### src/rtl/ps2_pkg.sv
// Shared PS/2 receiver definitions: state encoding, frame geometry, scan-code constants.
// Pure declarations; no timing or flow-control behaviour of its own.
package ps2_pkg;

  typedef enum logic [1:0] {
    RX_IDLE   = 2'd0,
    RX_DATA   = 2'd1,
    RX_PARITY = 2'd2,
    RX_STOP   = 2'd3
  } rx_state_e;

  localparam int         PS2_FRAME_BITS      = 11;
  localparam int         PS2_DATA_BITS       = PS2_FRAME_BITS - 3;
  localparam logic [7:0] PS2_BREAK           = 8'hF0;
  localparam logic [7:0] PS2_EXT             = 8'hE0;
  localparam int         PS2_TIMEOUT_DEFAULT = 50000;

  // Odd parity: data plus parity bit must hold an odd number of ones.
  function automatic logic odd_parity_ok(input logic [7:0] d, input logic p);
    return ^{d, p};
  endfunction

endpackage

### src/rtl/ps2_frame_rx.sv
// PS/2 frame receiver: pin synchronizers, falling-edge detect, frame FSM, parity and idle timeout.
// byte_vld_o pulses one cycle in the cycle the stop-bit edge is detected; no backpressure input.
module ps2_frame_rx
  import ps2_pkg::*;
#(
  parameter int TIMEOUT_CYCLES = PS2_TIMEOUT_DEFAULT
) (
  input  logic       clk_i,
  input  logic       rst_ni,
  input  logic       ps2_clk_i,
  input  logic       ps2_data_i,
  output logic       byte_vld_o,
  output logic [7:0] byte_dat_o,
  output logic       frame_err_o
);

  localparam int             TW       = $clog2(TIMEOUT_CYCLES + 1);
  localparam logic [TW-1:0]  TMO_LAST = TW'(TIMEOUT_CYCLES - 1);
  localparam logic [2:0]     BIT_LAST = 3'(PS2_DATA_BITS - 1);

  logic          clk_s1_q, clk_s2_q, clk_prev_q, dat_s1_q, dat_s2_q;
  rx_state_e     state_q, state_d;
  logic [7:0]    shift_q, shift_d;
  logic [2:0]    bitcnt_q, bitcnt_d;
  logic          par_bad_q, par_bad_d;
  logic [TW-1:0] tmo_q, tmo_d;
  logic          fall, timeout;

  // Synchronizers idle high so reset never fabricates a falling edge.
  always_ff @(posedge clk_i or negedge rst_ni) begin
    if (!rst_ni) begin
      clk_s1_q   <= 1'b1;
      clk_s2_q   <= 1'b1;
      clk_prev_q <= 1'b1;
      dat_s1_q   <= 1'b1;
      dat_s2_q   <= 1'b1;
    end else begin
      clk_s1_q   <= ps2_clk_i;
      clk_s2_q   <= clk_s1_q;
      clk_prev_q <= clk_s2_q;
      dat_s1_q   <= ps2_data_i;
      dat_s2_q   <= dat_s1_q;
    end
  end

  assign fall    = clk_prev_q & ~clk_s2_q;
  assign timeout = (state_q != RX_IDLE) && !fall && (tmo_q == TMO_LAST);

  always_ff @(posedge clk_i or negedge rst_ni) begin
    if (!rst_ni) state_q <= RX_IDLE;
    else         state_q <= state_d;
  end

  always_comb begin
    state_d = state_q;
    if (timeout) begin
      state_d = RX_IDLE;
    end else if (fall) begin
      case (state_q)
        RX_IDLE:   if (!dat_s2_q) state_d = RX_DATA;
        RX_DATA:   if (bitcnt_q == BIT_LAST) state_d = RX_PARITY;
        RX_PARITY: state_d = RX_STOP;
        RX_STOP:   state_d = RX_IDLE;
        default:   state_d = RX_IDLE;
      endcase
    end
  end

  always_comb begin
    byte_vld_o  = 1'b0;
    frame_err_o = timeout;
    if (fall) begin
      case (state_q)
        RX_IDLE: frame_err_o = dat_s2_q;
        RX_STOP: begin
          if (!par_bad_q && dat_s2_q) byte_vld_o  = 1'b1;
          else                        frame_err_o = 1'b1;
        end
        default: ;
      endcase
    end
  end

  assign byte_dat_o = shift_q;

  always_comb begin
    shift_d   = shift_q;
    bitcnt_d  = bitcnt_q;
    par_bad_d = par_bad_q;
    tmo_d     = (state_q == RX_IDLE || fall || timeout) ? '0 : tmo_q + 1'b1;
    if (timeout) begin
      shift_d  = '0;
      bitcnt_d = '0;
    end else if (fall) begin
      case (state_q)
        RX_IDLE: begin
          bitcnt_d  = '0;
          par_bad_d = 1'b0;
        end
        RX_DATA: begin
          shift_d  = {dat_s2_q, shift_q[7:1]};
          bitcnt_d = bitcnt_q + 1'b1;
        end
        RX_PARITY: par_bad_d = !odd_parity_ok(shift_q, dat_s2_q);
        default: ;
      endcase
    end
  end

  always_ff @(posedge clk_i or negedge rst_ni) begin
    if (!rst_ni) begin
      shift_q   <= '0;
      bitcnt_q  <= '0;
      par_bad_q <= 1'b0;
      tmo_q     <= '0;
    end else begin
      shift_q   <= shift_d;
      bitcnt_q  <= bitcnt_d;
      par_bad_q <= par_bad_d;
      tmo_q     <= tmo_d;
    end
  end

endmodule

### src/rtl/ps2_scancode_fifo.sv
// PS/2 keyboard receiver feeding a first-word-fall-through byte FIFO; full FIFO drops and flags overflow.
// Byte visible one cycle after stop-bit detection; PS2_BREAK_FILTER_EN drops F0 break codes and their follower.
module ps2_scancode_fifo
  import ps2_pkg::*;
#(
  parameter int DEPTH          = 8,
  parameter int TIMEOUT_CYCLES = PS2_TIMEOUT_DEFAULT
) (
  input  logic        clk,
  input  logic        rst,
  input  logic        ps2_clk,
  input  logic        ps2_data,
  input  logic        rd_en,
  input  logic        clr,
  output logic [15:0] rdata,
  output logic        empty,
  output logic        full,
  output logic [4:0]  count,
  output logic        overflow,
  output logic        frame_err
);

  localparam int         AW      = $clog2(DEPTH);
  localparam logic [4:0] DEPTH_C = 5'(DEPTH);

  logic          rx_vld, rx_err, accept, do_push, do_pop;
  logic [7:0]    rx_dat;
  logic [7:0]    mem_q [DEPTH];
  logic [AW-1:0] wptr_q, rptr_q;
  logic [4:0]    count_q;
  logic          ovf_q, ferr_q;

  ps2_frame_rx #(.TIMEOUT_CYCLES(TIMEOUT_CYCLES)) u_rx (
    .clk_i       (clk),
    .rst_ni      (rst),
    .ps2_clk_i   (ps2_clk),
    .ps2_data_i  (ps2_data),
    .byte_vld_o  (rx_vld),
    .byte_dat_o  (rx_dat),
    .frame_err_o (rx_err)
  );

`ifdef PS2_BREAK_FILTER_EN
  // Break code F0 and the key byte following it are swallowed; E0 prefixes pass.
  logic skip_q, skip_d;

  always_comb begin
    skip_d = skip_q;
    accept = 1'b0;
    if (rx_vld) begin
      if (skip_q)                   skip_d = 1'b0;
      else if (rx_dat == PS2_BREAK) skip_d = 1'b1;
      else                          accept = 1'b1;
    end
  end

  always_ff @(posedge clk or negedge rst) begin
    if (!rst) skip_q <= 1'b0;
    else      skip_q <= skip_d;
  end
`else
  assign accept = rx_vld;
`endif

  assign empty    = (count_q == 5'd0);
  assign full     = (count_q == DEPTH_C);
  assign count    = count_q;
  assign overflow = ovf_q;
  assign frame_err = ferr_q;
  assign rdata    = empty ? 16'h0000 : {8'h00, mem_q[rptr_q]};
  assign do_push  = accept && !full;
  assign do_pop   = rd_en && !empty;

  always_ff @(posedge clk) begin
    if (do_push && !clr) mem_q[wptr_q] <= rx_dat;
  end

  always_ff @(posedge clk or negedge rst) begin
    if (!rst) begin
      wptr_q  <= '0;
      rptr_q  <= '0;
      count_q <= '0;
      ovf_q   <= 1'b0;
      ferr_q  <= 1'b0;
    end else if (clr) begin
      wptr_q  <= '0;
      rptr_q  <= '0;
      count_q <= '0;
      ovf_q   <= 1'b0;
      ferr_q  <= 1'b0;
    end else begin
      if (do_push) wptr_q <= wptr_q + 1'b1;
      if (do_pop)  rptr_q <= rptr_q + 1'b1;
      case ({do_push, do_pop})
        2'b10:   count_q <= count_q + 5'd1;
        2'b01:   count_q <= count_q - 5'd1;
        default: ;
      endcase
      if (accept && full) ovf_q  <= 1'b1;
      if (rx_err)         ferr_q <= 1'b1;
    end
  end

endmodule

### config.mk
export PLATFORM = sky130hd
export DESIGN_NAME = ps2_scancode_fifo
export DESIGN_NICKNAME = d
export VERILOG_FILES = /design/src/rtl/ps2_pkg.sv /design/src/rtl/ps2_frame_rx.sv /design/src/rtl/ps2_scancode_fifo.sv
export SDC_FILE = /design/constraint.sdc
export NUM_CORES = 1
export LEC_CHECK = 0
export ABC_AREA = 0
export CAP_MARGIN = 20
export CORE_MARGIN = 3
export CORE_UTILIZATION = 39
export DETAILED_ROUTE_END_ITERATION = 12
export PLACE_DENSITY = 0.62
export SYNTH_ARGS = -nofsm -noshare
export SYNTH_HDL_FRONTEND = slang
export SYNTH_SLANG_ARGS = --single-unit
### constraint.sdc
create_clock -name clk -period 3.95 [get_ports clk]
set_clock_uncertainty 0.2 [all_clocks]
set_input_delay 0.79 -clock clk [delete_from_list [all_inputs] [get_ports clk]]
set_output_delay 0.79 -clock clk [all_outputs]
set_load 0.005 [all_outputs]
==> results.yml <==
clock_network:
  cts_resized: 0
  clk_path_buf_depth: 2
  cts.sinks: 112
  cts_tree: "done"
  root_buffer: "clkbuf_16"
  cts_setup_buffers: 0
  clkTransAtPathRegs_ns: 0.07
  numCtsBuffers: 9
  clkLatencyLatePin_ns: 0.35
  htreeDepth: 3
  ctsHoldBuffers: 0
logic_synthesis:
  ys.flop_type: "edfxtp_1"
  ys_seq_elements: 112
  ys.warnings.count: 0
  ys_types: 50
  synth_edf_count: 64
  synthesis.instances: 381
  async_flop_share_pct: 42.9
  syn_avg_cell_area_sq_um: 13.3
  yosysSeqAreaShare_pct: 61.9
  synth.cell_area_sq_mm: 0.00506
pwr:
  p_sw_share_pct: 31.6
  p_int_mw: 2.37
  combPwrFrac_pct: 30.7
  power_mw: 3.46
  p_leak_nw: 2.10
  clockPowerShare_pct: 24.8
  p_sw_mw: 1.10
  max-vdd-ir-drop_mv: 0.375
  p_per_area_mw_per_mm2: 601
  seqPwrFrac_pct: 44.6
die:
  io_pins: 31
  dieWidth_um: 120
  rows: 40
  die_y_um: 120
  core_area_sq_mm: 0.0124
  die_area_sq_mm: 0.0144
  start_util_pct: 40.9
layout:
  syn2layout_area_growth_pct: 14.0
  antenna_cells: 0
  stdcell_area_sq_mm: 0.00577
  utilization_pct: 46.6
  layout.nets: 428
  drive_gt1_share_pct: 13.9
  final_cells: 584
global_route:
  grt_pass1_vias: 2995
  grt_pass1_wl_mm: 15.5
  grt_use_total_pct: 13.8
  top_usage_layer: "met2"
  met2_usage_pct: 22.9
  grt_overflow: 0
  grt_max_degree: 49
  met1_usage_pct: 18.0
  grtUsageMet3_pct: 3.44
  grt_antenna_before_repair: 0
timing:
  grt_setup_unrepaired: "no"
  slew_headroom_pct: 49.0
  report.final.slew_viol_count: 0
  fin_tns_setup_ns: 0
  finalCritPeriodShare_pct: 86.6
  setup_viol: 0
  hold_viol_final: 0
  fmax_mhz: 292
  tightestPinTransition_ns: 0.765
  period_needed_ns: 3.42
critical_path:
  cp-start-kind: "flip-flop"
  worst_ep_arrival_time_ns: 2.43
  cp.required_ns: 2.96
  endpoint_kind: "output port"
  worstSetupPathType: "flip-flop to output port"
  crit_fanout: 10
routing:
  first_pass_iters: 4
  viasPerCell: 5.07
  drc: 0
  drtIter0Drc: 269
  wl_per_cell_um: 15.8
  drtAntennaViolNets: 0
  wl_mm: 9.22
  vias: 2963
outcome:
  status: "finished clean"
hold_path:
  hold_path_class: "primary input to asynchronous set/reset pin"
placed_design:
  port_buffers: 22
  placed_cells_incl_taps: 567
  place_area_sq_mm: 0.00547
  gp_congestion: 0.812
  dp_hpwl_mm: 6.15
run:
  max_cap_viol_count: 0
-- synth_stat cells, types with 3 or more instances --
library cell,instances,area (sq um)
a21oi_1,17,85.1
and2_1,4,25.0
and3_1,4,25.0
buf_2,3,15.0
buf_4,8,60.1
buf_6,3,33.8
clkbuf_1,8,30.0
dfrtp_1,43,1080
dfstp_2,5,131
edfxtp_1,64,1920
ha_1,11,138
inv_1,7,26.3
mux2i_1,10,100
mux4_2,16,360
nand2_1,33,124
nand3_1,7,35.0
nand4_1,4,25.0
nor2_1,50,188
nor2b_1,3,18.8
nor3_1,8,40.0
nor4_1,3,18.8
o21ai_0,7,35.0
or3_1,3,18.8
xnor2_1,15,131
xor2_1,13,114
-- per-layer routing --
| layer | vias up | wire length (um) | part of all wire [%] |
|---|---|---|---|
| met5 | - | 0 | 0 |
| met4 | 0 | 108 | 1.2 |
| met3 | 6 | 266 | 2.9 |
| met2 | 47 | 4620 | 50 |
| met1 | 1486 | 4220 | 46 |
| li1 | 1424 | - | - |
-- state kept, by name, indices dropped and copies added, names as in the netlist, 2 cells and up --
| name | flops |
|---|---|
| rptr_q | 3 |
| mem_q | 64 |
| u_rx.byte_dat_o | 8 |
| count | 5 |
| u_rx.state_q | 2 |
| u_rx.tmo_q | 16 |
| u_rx.bitcnt_q | 3 |
| wptr_q | 3 |
-- worst paths after layout --
check,start,endpoint,slack [ns],depth (start not counted)
worst min-delay path,rst,u_rx.tmo_q[12],0.16,1
max in group asynchronous,rst,u_rx.clk_prev_q,2.81,2
worst max-delay path,count[1],empty,0.53,4
min in group clk,u_rx.clk_s1_q,u_rx.clk_s2_q,0.16,0
worst max register to register,count[1],count[4],0.84,9
worst min register to register,u_rx.clk_s1_q,u_rx.clk_s2_q,0.16,0
-- power groups by stage --
stage	logic, mW	registers [mW]	clock network (mW)
floorplan	0.765	1.51	0
global placement	1.06	1.56	0
detailed placement	1.08	1.57	0
CTS	1.08	1.55	0.888
global route	1.19	1.57	0.927
finish	1.06	1.54	0.858
-- cell usage in the layout, fill, tap and decap left out, types with 10 or more instances in the layout --
master	n
dfrtp_1	43
edfxtp_1	64
mux4_2	16
buf_4	13
a21oi_1	17
ha_1	11
xor2_1	13
xnor2_1	15
clkdlybuf4s50_1	21
mux2i_1	10
nand2_1	33
nor2_1	50
-- stage by stage --
step	setup slack [ns]	hold WS [ns]
floorplan	0.995	0.145
global placement	0.533	0.146
detailed placement	0.415	0.148
CTS	0.476	0.158
global route	0.347	0.162
finish	0.529	0.157
-- worst max-delay path: stages (launching register included) --
cell	delay, ns
dfrtp_1	0.48
or4_4	0.60
nand2b_1	0.23
clkinv_1	0.23
clkdlybuf4s50_1	0.55
-- logic make-up (layout without fill, tap and decap cells) --
group / after synthesis / count (layout) / synth area share [%]
and+or+nand+nor: 130 / 130 / 12.2
DFF: 112 / 112 / 61.9
AOI/OAI and AO/OA: 38 / 38 / 5.00
buffers and inverters: 32 / 60 / 3.49
muxes: 29 / 29 / 9.77
xor gates and xnor gates: 28 / 28 / 4.85
adders and majority gates: 11 / 11 / 2.72
other: 1 / 8 / 0.0741
-- cell type report --
class	instances	area, sq um
clock buffers	10	229
clock inverters	6	51.3
fillers	1118	6600
inverters	8	30.0
multi-input cells	244	1780
flip-flops and latches	112	3130
well taps	168	210
repair buffers	36	333
No activity file was read; power rests on OpenSTA's default activity.
